[config.mk]
export PLATFORM = sky130hd
export DESIGN_NAME = lcd_rx_capture
export DESIGN_NICKNAME = d
export VERILOG_FILES = /design/src/rtl/lcd_rx_capture.sv
export SDC_FILE = /design/constraint.sdc
export NUM_CORES = 1
export LEC_CHECK = 0
export CORE_AREA = 2 2 100 102
export DETAILED_ROUTE_END_ITERATION = 10
export DIE_AREA = 0 0 102 104
export PLACE_DENSITY = 0.79
export SLEW_MARGIN = 10
export SYNTH_ARGS = -nofsm -noshare
export SYNTH_HDL_FRONTEND = slang
export SYNTH_SLANG_ARGS = --single-unit
[constraint.sdc]
create_clock -name clk_i -period 3 [get_ports clk_i]
set_clock_uncertainty 0.05 [all_clocks]
set_input_delay 0.45 -clock clk_i [delete_from_list [all_inputs] [get_ports clk_i]]
set_output_delay 0.45 -clock clk_i [all_outputs]
set_load 0.1 [all_outputs]
[src/rtl/lcd_rx_capture.sv]
// Serial-RGB LCD receiver: rebuilds {R,G,B} pixels with x/y tags and flags framing errors.
// Latency 2 clk pin-to-strobe; no backpressure, the consumer must take every strobe.
module lcd_rx_capture #(
   parameter int H_VISIBLE = 320,
   parameter int V_VISIBLE = 240
) (
   input  logic        clk_i,
   input  logic        resetn_i,
   input  logic [7:0]  lcd_dat_i,
   input  logic        lcd_hsync_i,
   input  logic        lcd_vsync_i,
   input  logic        lcd_den_i,
   input  logic        err_clr_i,
   output logic        pix_valid_o,
   output logic [23:0] pix_rgb_o,
   output logic [8:0]  pix_x_o,
   output logic [7:0]  pix_y_o,
   output logic        line_end_o,
   output logic        frame_start_o,
   output logic [15:0] frame_count_o,
   output logic        in_frame_o,
   output logic [3:0]  err_o
);

   typedef enum logic {SYNC_WAIT, CAPTURE} state_e;

   localparam logic [9:0] H_LEN = 10'(H_VISIBLE);
   localparam logic [8:0] V_LEN = 9'(V_VISIBLE);

   state_e      state_q, state_d;
   logic [7:0]  dat_q;
   logic        hs_q, vs_q, den_q, clr_q;
   logic        vs_p_q, den_p_q;
   logic [1:0]  phase_q, phase_d;
   logic [7:0]  r_q, r_d, g_q, g_d;
   logic [9:0]  col_q, col_d;
   logic [8:0]  line_q, line_d;
   logic        discard_q, discard_d;
   logic        pix_valid_q, pix_valid_d;
   logic [23:0] pix_rgb_q, pix_rgb_d;
   logic [8:0]  pix_x_q, pix_x_d;
   logic [7:0]  pix_y_q, pix_y_d;
   logic        line_end_q, line_end_d;
   logic        frame_start_q, frame_start_d;
   logic [15:0] frame_cnt_q, frame_cnt_d;
   logic [3:0]  err_q, err_d, err_set;
   logic        capture, vs_fall, den_fall, drop;

   always_comb begin
      state_d       = state_q;
      phase_d       = 2'd0;
      r_d           = r_q;
      g_d           = g_q;
      col_d         = col_q;
      line_d        = line_q;
      pix_valid_d   = 1'b0;
      pix_rgb_d     = pix_rgb_q;
      pix_x_d       = pix_x_q;
      pix_y_d       = pix_y_q;
      line_end_d    = 1'b0;
      frame_start_d = 1'b0;
      frame_cnt_d   = frame_cnt_q;
      err_set       = 4'b0000;

      capture  = (state_q == CAPTURE);
      vs_fall  = vs_p_q & ~vs_q;
      den_fall = den_p_q & ~den_q;
      // a vsync landing inside an active line kills the rest of that line
      drop      = discard_q | (vs_fall & den_q);
      discard_d = drop & den_q;

      if (capture && den_q && !drop) begin
         phase_d = (phase_q == 2'd2) ? 2'd0 : phase_q + 2'd1;
         case (phase_q)
            2'd0: r_d = dat_q;
            2'd1: g_d = dat_q;
            default: begin
               if ((col_q < H_LEN) && (line_q < V_LEN)) begin
                  pix_valid_d = 1'b1;
                  pix_rgb_d   = {r_q, g_q, dat_q};
                  pix_x_d     = col_q[8:0];
                  pix_y_d     = line_q[7:0];
               end
               if (col_q != 10'h3FF) col_d = col_q + 10'd1;
            end
         endcase
      end

      if (capture && den_q && (!hs_q || !vs_q)) err_set[3] = 1'b1;

      if (capture && den_fall && !discard_q) begin
         line_end_d = 1'b1;
         if (phase_q != 2'd0) err_set[1] = 1'b1;
         if (col_q != H_LEN)  err_set[0] = 1'b1;
         col_d = 10'd0;
         if (line_q != 9'h1FF) line_d = line_q + 9'd1;
      end

      if (vs_fall) begin
         frame_start_d = 1'b1;
         if (capture) begin
            if (line_d != V_LEN) err_set[2] = 1'b1;
            frame_cnt_d = frame_cnt_q + 16'd1;
         end else begin
            state_d = CAPTURE;
         end
         col_d  = 10'd0;
         line_d = 9'd0;
      end

      err_d = (clr_q ? 4'b0000 : err_q) | err_set;
   end

   always_ff @(posedge clk_i or negedge resetn_i) begin
      if (!resetn_i) begin
         state_q       <= SYNC_WAIT;
         dat_q         <= 8'd0;
         hs_q          <= 1'b1;
         vs_q          <= 1'b1;
         den_q         <= 1'b0;
         clr_q         <= 1'b0;
         vs_p_q        <= 1'b1;
         den_p_q       <= 1'b0;
         phase_q       <= 2'd0;
         r_q           <= 8'd0;
         g_q           <= 8'd0;
         col_q         <= 10'd0;
         line_q        <= 9'd0;
         discard_q     <= 1'b0;
         pix_valid_q   <= 1'b0;
         pix_rgb_q     <= 24'd0;
         pix_x_q       <= 9'd0;
         pix_y_q       <= 8'd0;
         line_end_q    <= 1'b0;
         frame_start_q <= 1'b0;
         frame_cnt_q   <= 16'd0;
         err_q         <= 4'd0;
      end else begin
         state_q       <= state_d;
         dat_q         <= lcd_dat_i;
         hs_q          <= lcd_hsync_i;
         vs_q          <= lcd_vsync_i;
         den_q         <= lcd_den_i;
         clr_q         <= err_clr_i;
         vs_p_q        <= vs_q;
         den_p_q       <= den_q;
         phase_q       <= phase_d;
         r_q           <= r_d;
         g_q           <= g_d;
         col_q         <= col_d;
         line_q        <= line_d;
         discard_q     <= discard_d;
         pix_valid_q   <= pix_valid_d;
         pix_rgb_q     <= pix_rgb_d;
         pix_x_q       <= pix_x_d;
         pix_y_q       <= pix_y_d;
         line_end_q    <= line_end_d;
         frame_start_q <= frame_start_d;
         frame_cnt_q   <= frame_cnt_d;
         err_q         <= err_d;
      end
   end

   assign pix_valid_o   = pix_valid_q;
   assign pix_rgb_o     = pix_rgb_q;
   assign pix_x_o       = pix_x_q;
   assign pix_y_o       = pix_y_q;
   assign line_end_o    = line_end_q;
   assign frame_start_o = frame_start_q;
   assign frame_count_o = frame_cnt_q;
   assign in_frame_o    = (state_q == CAPTURE);
   assign err_o         = err_q;

endmodule
==> results.sh <==
export IMPL_synth_area_mm2=0.00470
export IMPL_vias_per_cell=5.21
export IMPL_fmax_mhz=385
export IMPL_fp_dieW_um=102
export IMPL_die_y_um=104
export IMPL_syn_num_nets=367
export IMPL_crit_arrival_ns=2.93
export IMPL_synth_ff_type="dfrtp_1"
export IMPL_core_area_mm2=0.00955
export IMPL_timing_final_crit_share_pct=86.6
export IMPL_slew_headroom_pct=42.8
export IMPL_initial_utilization_pct=49.2
export IMPL_overflow=0
export IMPL_io_buffers=78
export IMPL_synth_edff_count=0
export IMPL_path_max_fanout=12
export IMPL_syn_avg_cell_area_um2=13.5
export IMPL_endpoint_kind="flop"
export IMPL_cts_resized_gates=0
export IMPL_hold_class="in -> reg"
export IMPL_fp_dieArea_mm2=0.0106
export IMPL_r2r_slack_ns=0.40
export IMPL_gp_congestion=0.813
export IMPL_cts_made_buffers=17
export IMPL_vias=3045
export IMPL_period_minus_slack_ns=2.60
export IMPL_clkSinkCount=117
export IMPL_worstPathRequired_ns=3.33
export IMPL_critPathLaunchType="flop"
export IMPL_wire_per_inst_um=16.3
export IMPL_grtUsageTotal_pct=19.3
export IMPL_power_mw=5.97
export IMPL_clockRootBuffer="clkbuf_8"
export IMPL_finalMaxSlewViolations=0
export IMPL_peakVddDrop_v=0.000814
export IMPL_area_delta_synth_final_pct=29.7
export IMPL_outcome="complete, no violations"
export IMPL_final_cell_mix="114 x dfrtp_1, 70 x buf_4, 39 x mux2_1"
export IMPL_design_area_mm2=0.00610
export IMPL_cts_tree="built"
export IMPL_ios=79
export IMPL_grt_max_degree=80
export IMPL_p_leak_nw=2.89
export IMPL_hold_buffers=1
export IMPL_dpl_hpwl_mm=6.26
export IMPL_dr_pass1_iters=4
export IMPL_place_area_mm2=0.00547
export IMPL_rows=36
export IMPL_nFillCells=749
export IMPL_tightest_slew_ns=0.851
export IMPL_synth_cell_types=47
export IMPL_grt_pass1_wl_mm=16.0
export IMPL_h_tree_depth=4
export IMPL_yosys_register_bits=117
export IMPL_clkTransAtPathRegs_ns=0.05
export IMPL_rsz0062_at_grt="false"
export IMPL_holdWs_ns=0.313
export IMPL_final_common_cell="dfrtp_1"
export IMPL_layout_nets=459
export IMPL_antenna_found_initial=0
export IMPL_async_flop_share_pct=100
export IMPL_drt_drc_violations_left=0
export IMPL_grt_pass1_vias=3116
export IMPL_drtAntennaViolNets=0
export IMPL_postCtsSetupRepairBufs=0
export IMPL_drive_gt1_share_pct=29.2
export IMPL_max_clock_path_buffers=2
export IMPL_tns_ns=0
export IMPL_cap_violations=0
export IMPL_drtIter0Drc=149
export IMPL_ys_warn_count=0
export IMPL_antenna_diode_count=0
export IMPL_critical_path_class="reg -> reg"
export IMPL_powerDensity_mw_per_mm2=980
export IMPL_syn_inst=349
export IMPL_seq_area_frac_synth_pct=62.4
export IMPL_hold_viol=0
export IMPL_worstSkewPairLatency_ns=0.50
export IMPL_wl_mm=9.53
export IMPL_setup_viol=0
-- path summary, 6_finish.rpt --
| check | start | end | cells after the start |
|---|---|---|---|
| max in group asynchronous | resetn_i | vs_q | 3 |
| min in group asynchronous | resetn_i | pix_y_o[4] | 2 |
| min reg2reg | vs_q | vs_p_q | 0 |
| max reg2reg | vs_q | pix_rgb_o[11] | 6 |
| max | vs_q | pix_rgb_o[11] | 6 |
| min | lcd_hsync_i | hs_q | 1 |
-- state kept, by name, summed over array words and instances (netlist names), 2 cells and up --
| name | flops |
|---|---|
| err_o | 4 |
| dat_q | 8 |
| pix_x_o | 9 |
| pix_rgb_o | 24 |
| pix_y_o | 8 |
| col_q | 10 |
| r_q | 8 |
| g_q | 8 |
| frame_count_o | 16 |
| phase_q | 2 |
| line_q | 9 |
-- report_power, final --
group	switching (mW)	leakage (nW)	internal, mW
clock network	0.665	0.303	1.44
logic	1.45	1.07	0.406
registers	0.184	1.52	1.84
total	2.30	2.89	3.68
-- layout make-up --
cell class | count | area (um2) | share of cell area [%]
clock buffers | 19 | 432 | 7.08
multi-input cells | 211 | 1660 | 27.1
flip-flops and latches | 117 | 2930 | 48.1
inverters | 9 | 33.8 | 0.554
repair buffers | 85 | 696 | 11.4
well taps | 133 | 166 | 2.73
clock inverters | 11 | 183 | 3.00
-- synthesized netlist by cell type (3+ instances only) --
master,number,area share (%)
dfrtp_1,114,61
mux2_1,39,9.3
nor2_1,24,1.9
xnor2_1,24,4.5
mux2_2,19,4.6
nand3_1,17,1.8
nand2_1,16,1.3
inv_1,8,0.64
nand4_1,7,0.93
a21oi_1,6,0.64
nor4_1,6,0.80
o21ai_0,5,0.53
buf_2,4,0.43
buf_6,4,0.96
clkbuf_1,4,0.32
ha_1,4,1.1
nor3_1,4,0.43
xor2_1,4,0.75
and2_1,3,0.40
and4_1,3,0.56
dfstp_2,3,1.7
-- per-stage QoR --
stage	utilization (%)	instances	setup WS [ns]
CTS	63.8	585	0.383
floorplan	-	349	0.236
detailed placement	57.3	554	0.404
finish	63.8	585	0.402
global placement	57.3	554	0.468
global route	63.8	585	0.269
-- cells by family (layout without fill, tap and decap cells) --
logic type               count (synthesis)  after routing  share of synthesized area (%)
flip-flops                             117            117                           62.4
AND/OR/NAND/NOR                         98             98                           11.7
multiplexers                            59             59                           14.1
XOR/XNOR                                28             28                           5.22
AO/OA/AOI/OAI                           22             22                           3.09
buffers and inverters                   21            124                           2.42
adder cells (fa/ha/maj)                  4              4                           1.06
-- metal layers --
| layer | share of wire [%] | GRT usage, % | vias up |
|---|---|---|---|
| met5 | 0 | 0 | - |
| met4 | 0.86 | 5.81 | 0 |
| met3 | 7.1 | 7.73 | 9 |
| met2 | 49 | 29.2 | 108 |
| met1 | 43 | 25.8 | 1515 |
| li1 | - | - | 1413 |
-- critical path: stages (launching register included) --
cell and delay, ns:
dfstp_2 0.53, nand2b_2 0.20, inv_2 0.12, or4b_4 0.63, nor4_4 0.32, buf_4 0.28
mux2_1 0.35
No activity file was read; power rests on OpenSTA's default activity.
